## src/rtl/mem_arbiter.sv

```systemverilog
// ============================================================================
// mem_arbiter : shares the single-ported memory between fetch and load/store
// Optional MEM_ARB_RR_EN selects round-robin; default is fixed data priority.
// Rev 1.0
// ============================================================================
`default_nettype none

`ifndef ADDR_W
`define ADDR_W 32
`endif
`ifndef WORD_W
`define WORD_W 32
`endif
`ifndef MEM_COUNT_W
`define MEM_COUNT_W 3
`endif
`ifndef MEM_CODE_W
`define MEM_CODE_W 3
`endif
`ifndef MEM_COUNT_NONE
`define MEM_COUNT_NONE 3'd0
`endif
`ifndef MEM_COUNT_WORD
`define MEM_COUNT_WORD 3'd4
`endif

module mem_arbiter (
    input  logic                    clk,
    input  logic                    areset,
    input  logic                    i_if_req_valid,
    input  logic [`ADDR_W-1:0]      i_if_req_addr,
    output logic                    o_if_req_ready,
    output logic                    o_if_res_valid,
    output logic [`WORD_W-1:0]      o_if_res_data,
    output logic [`MEM_CODE_W-1:0]  o_if_res_code,
    input  logic                    i_dm_req_valid,
    input  logic [`ADDR_W-1:0]      i_dm_req_addr,
    input  logic [`WORD_W-1:0]      i_dm_req_wr_data,
    input  logic                    i_dm_req_wr_en,
    input  logic [`MEM_COUNT_W-1:0] i_dm_req_count,
    output logic                    o_dm_req_ready,
    output logic                    o_dm_res_valid,
    output logic [`WORD_W-1:0]      o_dm_res_data,
    output logic [`MEM_CODE_W-1:0]  o_dm_res_code,
    output logic [`ADDR_W-1:0]      o_mem_req_addr,
    output logic [`WORD_W-1:0]      o_mem_req_wr_data,
    output logic                    o_mem_req_wr_en,
    output logic [`MEM_COUNT_W-1:0] o_mem_req_count,
    input  logic [`WORD_W-1:0]      i_mem_res_rd_data,
    input  logic [`MEM_CODE_W-1:0]  i_mem_res_code
);

    typedef enum logic [1:0] {
        ST_IDLE    = 2'd0,
        ST_ISSUE   = 2'd1,
        ST_CAPTURE = 2'd2
    } state_t;

    state_t state_q;
    logic   owner_dm_q;
    logic   grant_dm;
    logic   accept;

`ifdef MEM_ARB_RR_EN
    logic ptr_dm_q;

    // With no requester the pointer still decides which ready is raised.
    always_comb begin
        if (i_dm_req_valid && i_if_req_valid) begin
            grant_dm = ptr_dm_q;
        end else if (i_dm_req_valid) begin
            grant_dm = 1'b1;
        end else if (i_if_req_valid) begin
            grant_dm = 1'b0;
        end else begin
            grant_dm = ptr_dm_q;
        end
    end

    always_ff @(posedge clk or posedge areset) begin
        if (areset) begin
            ptr_dm_q <= 1'b1;
        end else if (accept && i_dm_req_valid && i_if_req_valid) begin
            ptr_dm_q <= ~grant_dm;
        end
    end
`else
    assign grant_dm = i_dm_req_valid || !i_if_req_valid;
`endif

    assign o_dm_req_ready = (state_q == ST_IDLE) &&  grant_dm;
    assign o_if_req_ready = (state_q == ST_IDLE) && !grant_dm;
    assign accept         = (state_q == ST_IDLE) &&
                            (grant_dm ? i_dm_req_valid : i_if_req_valid);

    always_ff @(posedge clk or posedge areset) begin
        if (areset) begin
            state_q           <= ST_IDLE;
            owner_dm_q        <= 1'b0;
            o_mem_req_addr    <= '0;
            o_mem_req_wr_data <= '0;
            o_mem_req_wr_en   <= 1'b0;
            o_mem_req_count   <= `MEM_COUNT_NONE;
            o_if_res_valid    <= 1'b0;
            o_if_res_data     <= '0;
            o_if_res_code     <= '0;
            o_dm_res_valid    <= 1'b0;
            o_dm_res_data     <= '0;
            o_dm_res_code     <= '0;
        end else begin
            o_if_res_valid <= 1'b0;
            o_dm_res_valid <= 1'b0;
            case (state_q)
                ST_IDLE: begin
                    if (accept) begin
                        owner_dm_q <= grant_dm;
                        state_q    <= ST_ISSUE;
                        if (grant_dm) begin
                            o_mem_req_addr    <= i_dm_req_addr;
                            o_mem_req_wr_data <= i_dm_req_wr_data;
                            o_mem_req_wr_en   <= i_dm_req_wr_en;
                            o_mem_req_count   <= i_dm_req_count;
                        end else begin
                            o_mem_req_addr    <= i_if_req_addr;
                            o_mem_req_wr_data <= '0;
                            o_mem_req_wr_en   <= 1'b0;
                            o_mem_req_count   <= `MEM_COUNT_WORD;
                        end
                    end
                end
                ST_ISSUE: begin
                    // The request bus is only ever presented for a single cycle.
                    o_mem_req_addr    <= '0;
                    o_mem_req_wr_data <= '0;
                    o_mem_req_wr_en   <= 1'b0;
                    o_mem_req_count   <= `MEM_COUNT_NONE;
                    state_q           <= ST_CAPTURE;
                end
                ST_CAPTURE: begin
                    if (owner_dm_q) begin
                        o_dm_res_valid <= 1'b1;
                        o_dm_res_data  <= i_mem_res_rd_data;
                        o_dm_res_code  <= i_mem_res_code;
                    end else begin
                        o_if_res_valid <= 1'b1;
                        o_if_res_data  <= i_mem_res_rd_data;
                        o_if_res_code  <= i_mem_res_code;
                    end
                    state_q <= ST_IDLE;
                end
                default: begin
                    state_q <= ST_IDLE;
                end
            endcase
        end
    end

endmodule

`default_nettype wire

```

## config.mk

```make
export PLATFORM = sky130hd
export DESIGN_NAME = mem_arbiter
export DESIGN_NICKNAME = d
export VERILOG_FILES = /design/src/rtl/mem_arbiter.sv
export SDC_FILE = /design/constraint.sdc
export NUM_CORES = 1
export LEC_CHECK = 0
export BUFFER_PORTS_ARGS = -buffer_cell sky130_fd_sc_hd__buf_2
export CORE_AREA = 2 2 130 132
export CTS_BUF_LIST = sky130_fd_sc_hd__clkbuf_4 sky130_fd_sc_hd__clkbuf_8 sky130_fd_sc_hd__clkbuf_16
export DETAILED_ROUTE_END_ITERATION = 7
export DIE_AREA = 0 0 132 134
export PLACE_DENSITY = 0.66
export RECOVER_POWER = 100
export SYNTH_ARGS = -nofsm -noshare
export SYNTH_HDL_FRONTEND = slang
export SYNTH_SLANG_ARGS = --single-unit
export TNS_END_PERCENT = 1
```

## constraint.sdc

```tcl
create_clock -name clk -period 7.4 [get_ports clk]
set_input_delay 0.37 -clock clk [delete_from_list [all_inputs] [get_ports clk]]
set_output_delay 0.37 -clock clk [all_outputs]
set_load 0.02 [all_outputs]
```

==> flow_metrics.tcl, run 1 <==
set metrics [dict create \
    status "finished with violations" \
    failed_checks "max-capacitance violations, max-slew violations" \
    synth_fp_nets 556 \
    grt_overflow 0 \
    netlist.area_leader.share 0.637 \
    wl_per_cell_microns 16.0 \
    ys_warn_count 0 \
    sw_frac_of_total 0.402 \
    finalSetupTns_ns 0 \
    cts_root_buffer "clkbuf_16" \
    period_share 0.586 \
    core_area_sq_mm 0.0163 \
    crit_required_ns 7.74 \
    yosysTopAreaCell "dfrtp_1" \
    dr.pass1.iters 4 \
    rows 47 \
    hpwl_mm 10.6 \
    cts_made_buffers 17 \
    synth_cell_types 26 \
    worst_setup_path_start_kind "primary input" \
    initial_core_util 0.345 \
    synth-seq-cells 143 \
    final.fill_count 1598 \
    final_cell_mix "clkbuf_1, dfrtp_1, buf_2, mux2_2, a22o_1" \
    route.detailed.drc 0 \
    drv_slew 305 \
    finalSetupViolations 0 \
    cts_hold_buf 0 \
    area_growth_pct 34.1 \
    final_common_cell "clkbuf_1" \
    dpl_cell_area_sq_mm 0.00714 \
    clockBufferDepth 2 \
    path_clk_slew_ns 0.06 \
    grt_pass1_vias 4536 \
    cts-resized-gates 0 \
    critical_path_arrival_ns 4.67 \
    max_slew_margin -1.46 \
    power.density_mw_per_mm2 482 \
    min_period_ns 4.34 \
    critical_path.max_fanout 67 \
    crit_chain "clkbuf_1 -> nor3_1 -> or2_0 -> a22o_1" \
    cts_setup_buffers 0 \
    slowest_delay_ns 2.65 \
    grt_max_degree 83 \
    gp_congestion 0.858 \
    htreeDepth 4 \
    rsz0062_at_grt "false" \
    drt_iter0_markers 171 \
    ios 281 \
    critPathKind "in2reg" \
    ant_nets 0 \
    netlist_area_sq_mm 0.00562 \
    antenna_found_initial 0 \
    die_x_microns 132 \
    die_h_microns 134 \
    hp-class "in2reg" \
    tightest_slew_ns 3.69 \
    grt_use_total 0.165 \
    clkPwrFrac 0.230 \
    max_freq_mhz 231 \
    sequentialPowerShare 0.378 \
    cap_viol_max_count 6 \
    yosysSeqAreaShare 0.637 \
    ir_drop_uv 184 \
    design_area_sq_mm 0.00753 \
    combinationalPowerShare 0.392 \
    synthTopCellsByArea "dfrtp_1, mux2_2, a22o_1" \
    viasPerCell 4.83 \
    drive_gt1_frac 0.350 \
    dieArea_sq_mm 0.0177 \
    hold_viol 0 \
    p_total_mw 3.63 \
    clock_latency_ns 0.41 \
    p_sw_mw 1.46 \
    final.setup_skew_ns 0.00591 \
    port_buffers 280 \
    final_nets 824 \
    antenna_cells 0 \
    cts_sinks 143 \
    final_cells 918 \
    p_leak_nw 3.52 \
    cts_tree "done" \
    syn_inst 417 \
    grt_pass1_wl_mm 23.1 \
    internal_power_mw 2.17 \
    vias 4430 \
    synth_area_per_cell_sq_um 13.5 \
    routed_wl_mm 14.7 \
    critical-path-slowest-cell "or2_0" \
    numPlacedInstances 886 \
    cp-end-kind "flop" \
]
[cell families after synthesis]
logic type	count (synthesis)	share of synthesized area
AND/OR/NAND/NOR	65	0.0481
multiplexers	70	0.140
flip-flops	143	0.637
AO/OA/AOI/OAI	102	0.140
buffers and inverters	37	0.0350
[synth_stat cells, drive strengths merged]
master / n
o22a: 1
clkbuf: 12
buf: 22
nand2: 51
a22oi: 7
and2: 2
a21oi: 1
a22o: 60
nor3: 1
nand3b: 1
o2bb2ai: 7
mux2: 70
nor3b: 1
nor2: 5
a21o: 1
inv: 3
o21ai: 25
or2: 2
nor2b: 2
dfrtp: 143
[flip-flops by register name, summed over array words and instances, names as in the netlist, 2 cells and up]
name,cells
o_dm_res_code,3
o_if_res_code,3
o_mem_req_addr,32
state_q,2
o_dm_res_data,32
o_if_res_data,32
o_mem_req_wr_data,32
o_mem_req_count,3
[path summary, 6_finish.rpt]
| kind | from | endpoint | slack [ns] | cells after the start |
|---|---|---|---|---|
| worst min-delay path | i_dm_req_wr_data[20] | o_mem_req_wr_data[20] | 0.17 | 2 |
| worst max-delay path | i_dm_req_valid | o_mem_req_wr_data[17] | 3.06 | 4 |
| worst max register to register | state_q[0] | o_mem_req_wr_data[17] | 3.58 | 3 |
| min in group asynchronous | areset | o_mem_req_addr[10] | 0.73 | 2 |
| worst min register to register | o_mem_req_addr[30] | o_mem_req_addr[30] | 0.50 | 1 |
| max in group asynchronous | areset | o_if_res_data[21] | 4.68 | 3 |
[critical path, delay by kind of cell]
family	cells	cell delay [ns]
AND/OR/NAND/NOR	2	3.04
buffers and inverters	1	0.77
AO/OA/AOI/OAI	1	0.45
[power groups by stage]
stage                     clock network, mW  logic [mW]  registers [mW]
after CTS                             0.856        1.53            1.36
after floorplan                           0       0.557            1.80
after global placement                    0        1.50            1.35
after detailed placement                  0        1.54            1.37
final                                 0.833        1.42            1.37
after global routing                  0.891        1.52            1.42
[routing by layer]
layer | wire length (microns) | GRT usage
met4 | 212 | 0.0628
met3 | 980 | 0.0484
met1 | 6110 | 0.198
met2 | 7360 | 0.284
met5 | 0 | 0
[stage by stage]
step / hold WS [ns] / utilization / worst slack [ns]
2_1_floorplan: 0.473 / - / 3.19
3_3_place_gp: 0.463 / 0.439 / 4.85
3_5_place_dp: 0.475 / 0.439 / 4.71
4_1_cts: 0.0374 / 0.474 / 4.69
5_1_grt: 0.151 / 0.463 / 2.67
6_report: 0.171 / 0.463 / 3.06
[area by class of cell]
class | count | area (sq um) | share of cell area
Sequential cell | 143 | 3580 | 0.475
Multi-Input combinational cell | 237 | 1840 | 0.245
Timing Repair Buffer | 283 | 1240 | 0.164
Clock buffer | 19 | 447 | 0.0593
Tap cell | 220 | 275 | 0.0365
Clock inverter | 13 | 139 | 0.0184
Inverter | 3 | 12.5 | 0.00166
Note: power is estimated with default switching activity, not from simulation.
==> run 2: changes to the inputs <==
--- a/config.mk
+++ b/config.mk
@@ -5,12 +5,13 @@
 export SDC_FILE = /design/constraint.sdc
 export NUM_CORES = 1
 export LEC_CHECK = 0
+export ABC_AREA = 1
 export BUFFER_PORTS_ARGS = -buffer_cell sky130_fd_sc_hd__buf_2
-export CORE_AREA = 2 2 130 132
+export CORE_AREA = 2 2 136 138
 export CTS_BUF_LIST = sky130_fd_sc_hd__clkbuf_4 sky130_fd_sc_hd__clkbuf_8 sky130_fd_sc_hd__clkbuf_16
 export DETAILED_ROUTE_END_ITERATION = 7
-export DIE_AREA = 0 0 132 134
-export PLACE_DENSITY = 0.66
+export DIE_AREA = 0 0 138 140
+export PLACE_DENSITY = 0.67
 export RECOVER_POWER = 100
 export SYNTH_ARGS = -nofsm -noshare
 export SYNTH_HDL_FRONTEND = slang
==> constraint.sdc (replaced) <==
create_clock -name clk -period 3.7 [get_ports clk]
set_input_delay 0.185 -clock clk [delete_from_list [all_inputs] [get_ports clk]]
set_output_delay 0.185 -clock clk [all_outputs]
set_load 0.02 [all_outputs]
==> run 2 against run 1 <==
  * The run ends with negative hold slack, max-capacitance violations, max-slew violations left
  * First-iteration DRC count up 42%
  * Die area is 9.2% higher
  * Cell area rose by 10%
  * Non-clock buffer count is 32 higher
  * Setup slack worse by 1.8 ns
  * Synthesized area increased by 9.0%
  * Critical endpoint is now o_mem_req_wr_data[13]
  * Largest cell class unchanged
  * Largest power group unchanged
==> flow_metrics.tcl, run 2 <==
set metrics [dict create \
    routed_wl_mm 18.1 \
    yosysMostFrequentCell "nand2_1" \
    dieArea_sq_mm 0.0193 \
    synth_common_cells "nand2_1, dfrtp_1, nand3_1, inv_1, o21ai_0" \
    netlist_area_sq_mm 0.00612 \
    tightest_slew_ns 1.56 \
    antenna_found_initial 0 \
    reg2reg_from "state_q[1]" \
    initial_core_util 0.344 \
    min_period_ns 2.47 \
    final.setup_skew_ns 0.0105 \
    setup_ws_ns 1.23 \
    whs_ns -0.0241 \
    p_sw_mw 3.45 \
    cp-end-kind "flop" \
    crit_required_ns 4.05 \
    cap_viol_max_count 1 \
    ant_nets 0 \
    cts_tree "done" \
    grt_overflow 0 \
    cts_sinks 143 \
    sequentialPowerShare 0.361 \
    rows 49 \
    clkPwrFrac 0.234 \
    port_buffers 280 \
    p_total_mw 7.72 \
    finalSetupTns_ns 0 \
    status "finished with violations" \
    yosysSeqAreaShare 0.585 \
    cts-resized-gates 0 \
    p_leak_nw 4.36 \
    drv_slew 36 \
    cts_made_buffers 17 \
    r2r-end "o_mem_req_wr_data[13]" \
    viasPerCell 4.63 \
    synth-seq-cells 143 \
    area_growth_pct 35.9 \
    die_h_microns 140 \
    vias 5633 \
    hpwl_mm 11.8 \
    path_clk_slew_ns 0.07 \
    combinationalPowerShare 0.405 \
    max_slew_margin -0.0427 \
    syn_inst 689 \
    synth_async_sr_flop_share 1.00 \
    final_nets 1113 \
    grt_max_degree 144 \
    core_area_sq_mm 0.0178 \
    critical_path.max_fanout 38 \
    reg2reg_slack_ns 1.23 \
    yosysTopAreaCell "dfrtp_1" \
    period_share 0.668 \
    failed_checks "negative hold slack, max-capacitance violations, max-slew violations" \
    grt_pass1_vias 5505 \
    synth_area_per_cell_sq_um 8.89 \
    route.detailed.drc 0 \
    netlist.area_leader.share 0.585 \
    synthTopCellsByArea "dfrtp_1, nand3_1, nand2_1" \
    power.density_mw_per_mm2 927 \
    grt_pass1_wl_mm 29.2 \
    pre_cts_slack_ns 1.59 \
    rr_worst_depth 5 \
    sw_frac_of_total 0.447 \
    antenna_cells 0 \
    internal_power_mw 4.27 \
    clockBufferDepth 2 \
    drive_gt1_frac 0.183 \
    hold_viol 24 \
    final_cell_mix "nand2_1, clkbuf_1, dfrtp_1, nand3_1, buf_2" \
    cts_root_buffer "clkbuf_16" \
    synth_fp_nets 828 \
    finalSetupViolations 0 \
    cts_setup_buffers 0 \
    ios 281 \
    cts_hold_buf 28 \
    die_x_microns 138 \
    ys.flop_type "dfrtp_1" \
    critPathKind "reg2reg" \
    drt_iter0_markers 242 \
    synth_edf_count 0 \
    max_freq_mhz 405 \
    ys_warn_count 0 \
    ir_drop_uv 494 \
    gp_congestion 0.796 \
    htreeDepth 4 \
    synth_cell_types 19 \
    rsz0062_at_grt "false" \
    hp-class "in2async" \
    dr.pass1.iters 5 \
    wl_per_cell_microns 14.9 \
    critical_path_arrival_ns 2.82 \
    clock_latency_ns 0.42 \
    grt_use_total 0.188 \
    worst_setup_path_start_kind "flop" \
    final_common_cell "nand2_1" \
]
[run 2: cell types whose count changed after synthesis, moves of 31 or more]
cell and change:
nand2_1 +122, inv_1 +71, mux2_2 -70, a22o_1 -60, o21ai_0 +47, nand3_1 +135
nand3b_1 +31
[run 2: area by class of cell]
type | count | area [sq um]
Multi-Input combinational cell | 421 | 1980
Tap cell | 229 | 287
Fill cell | 1810 | 9460
Timing Repair Buffer | 315 | 1560
Sequential cell | 143 | 3580
Inverter | 76 | 289
Clock buffer | 19 | 447
Clock inverter | 13 | 178
[run 2: power groups by stage]
stage | Combinational, mW | Sequential (mW) | Clock (mW)
CTS | 3.37 | 2.76 | 1.86
floorplan | 1.26 | 3.68 | 0
global placement | 3.29 | 2.76 | 0
global route | 3.45 | 2.88 | 1.93
finish | 3.12 | 2.79 | 1.81
detailed placement | 3.36 | 2.77 | 0
[run 2: per-stage QoR]
stage	std cells	cell area, sq um	utilization
finish	1216	8320	0.468
global route	1216	8320	0.468
CTS	1216	8520	0.479
detailed placement	1156	7620	0.428
global placement	1156	7620	0.428
floorplan	689	6130	-
[run 2: cell families (layout without fill, tap and decap cells)]
| family | count (synthesis) | in the layout | share of synthesized area |
|---|---|---|---|
| DFF | 143 | 143 | 0.585 |
| AOI/OAI and AO/OA | 73 | 73 | 0.0597 |
| buffers and inverters | 125 | 423 | 0.0897 |
| and+or+nand+nor | 348 | 348 | 0.266 |
[run 2: worst max-delay path by stage]
stage | startpoint | end | slack, ns | depth (start not counted)
finish | state_q[1] | o_mem_req_wr_data[13] | 1.23 | 5
global route | state_q[1] | o_mem_req_wr_data[6] | 0.97 | 5
CTS | state_q[0] | o_dm_res_data[13] | 1.80 | 5
detailed placement | i_dm_req_valid | o_mem_req_count[2] | 1.59 | 6
global placement | i_dm_req_valid | o_mem_req_count[2] | 1.59 | 6
floorplan | areset | o_dm_res_code[0] | 1.72 | 1
[run 2: worst max-delay path, stage by stage (launching register included)]
cell and delay, ns:
dfrtp_1 0.43, inv_1 0.08, nand2_1 0.83, clkbuf_2 0.79, nand3_1 0.17, nand2_1 0.09
[run 2: per-layer routing]
| metal | part of all wire | vias up | global-route usage |
|---|---|---|---|
| met3 | 0.080 | 20 | 0.0561 |
| met4 | 0.016 | 0 | 0.0607 |
| li1 | - | 2780 | - |
| met1 | 0.44 | 2577 | 0.247 |
| met2 | 0.46 | 256 | 0.299 |
| met5 | 0 | - | 0 |
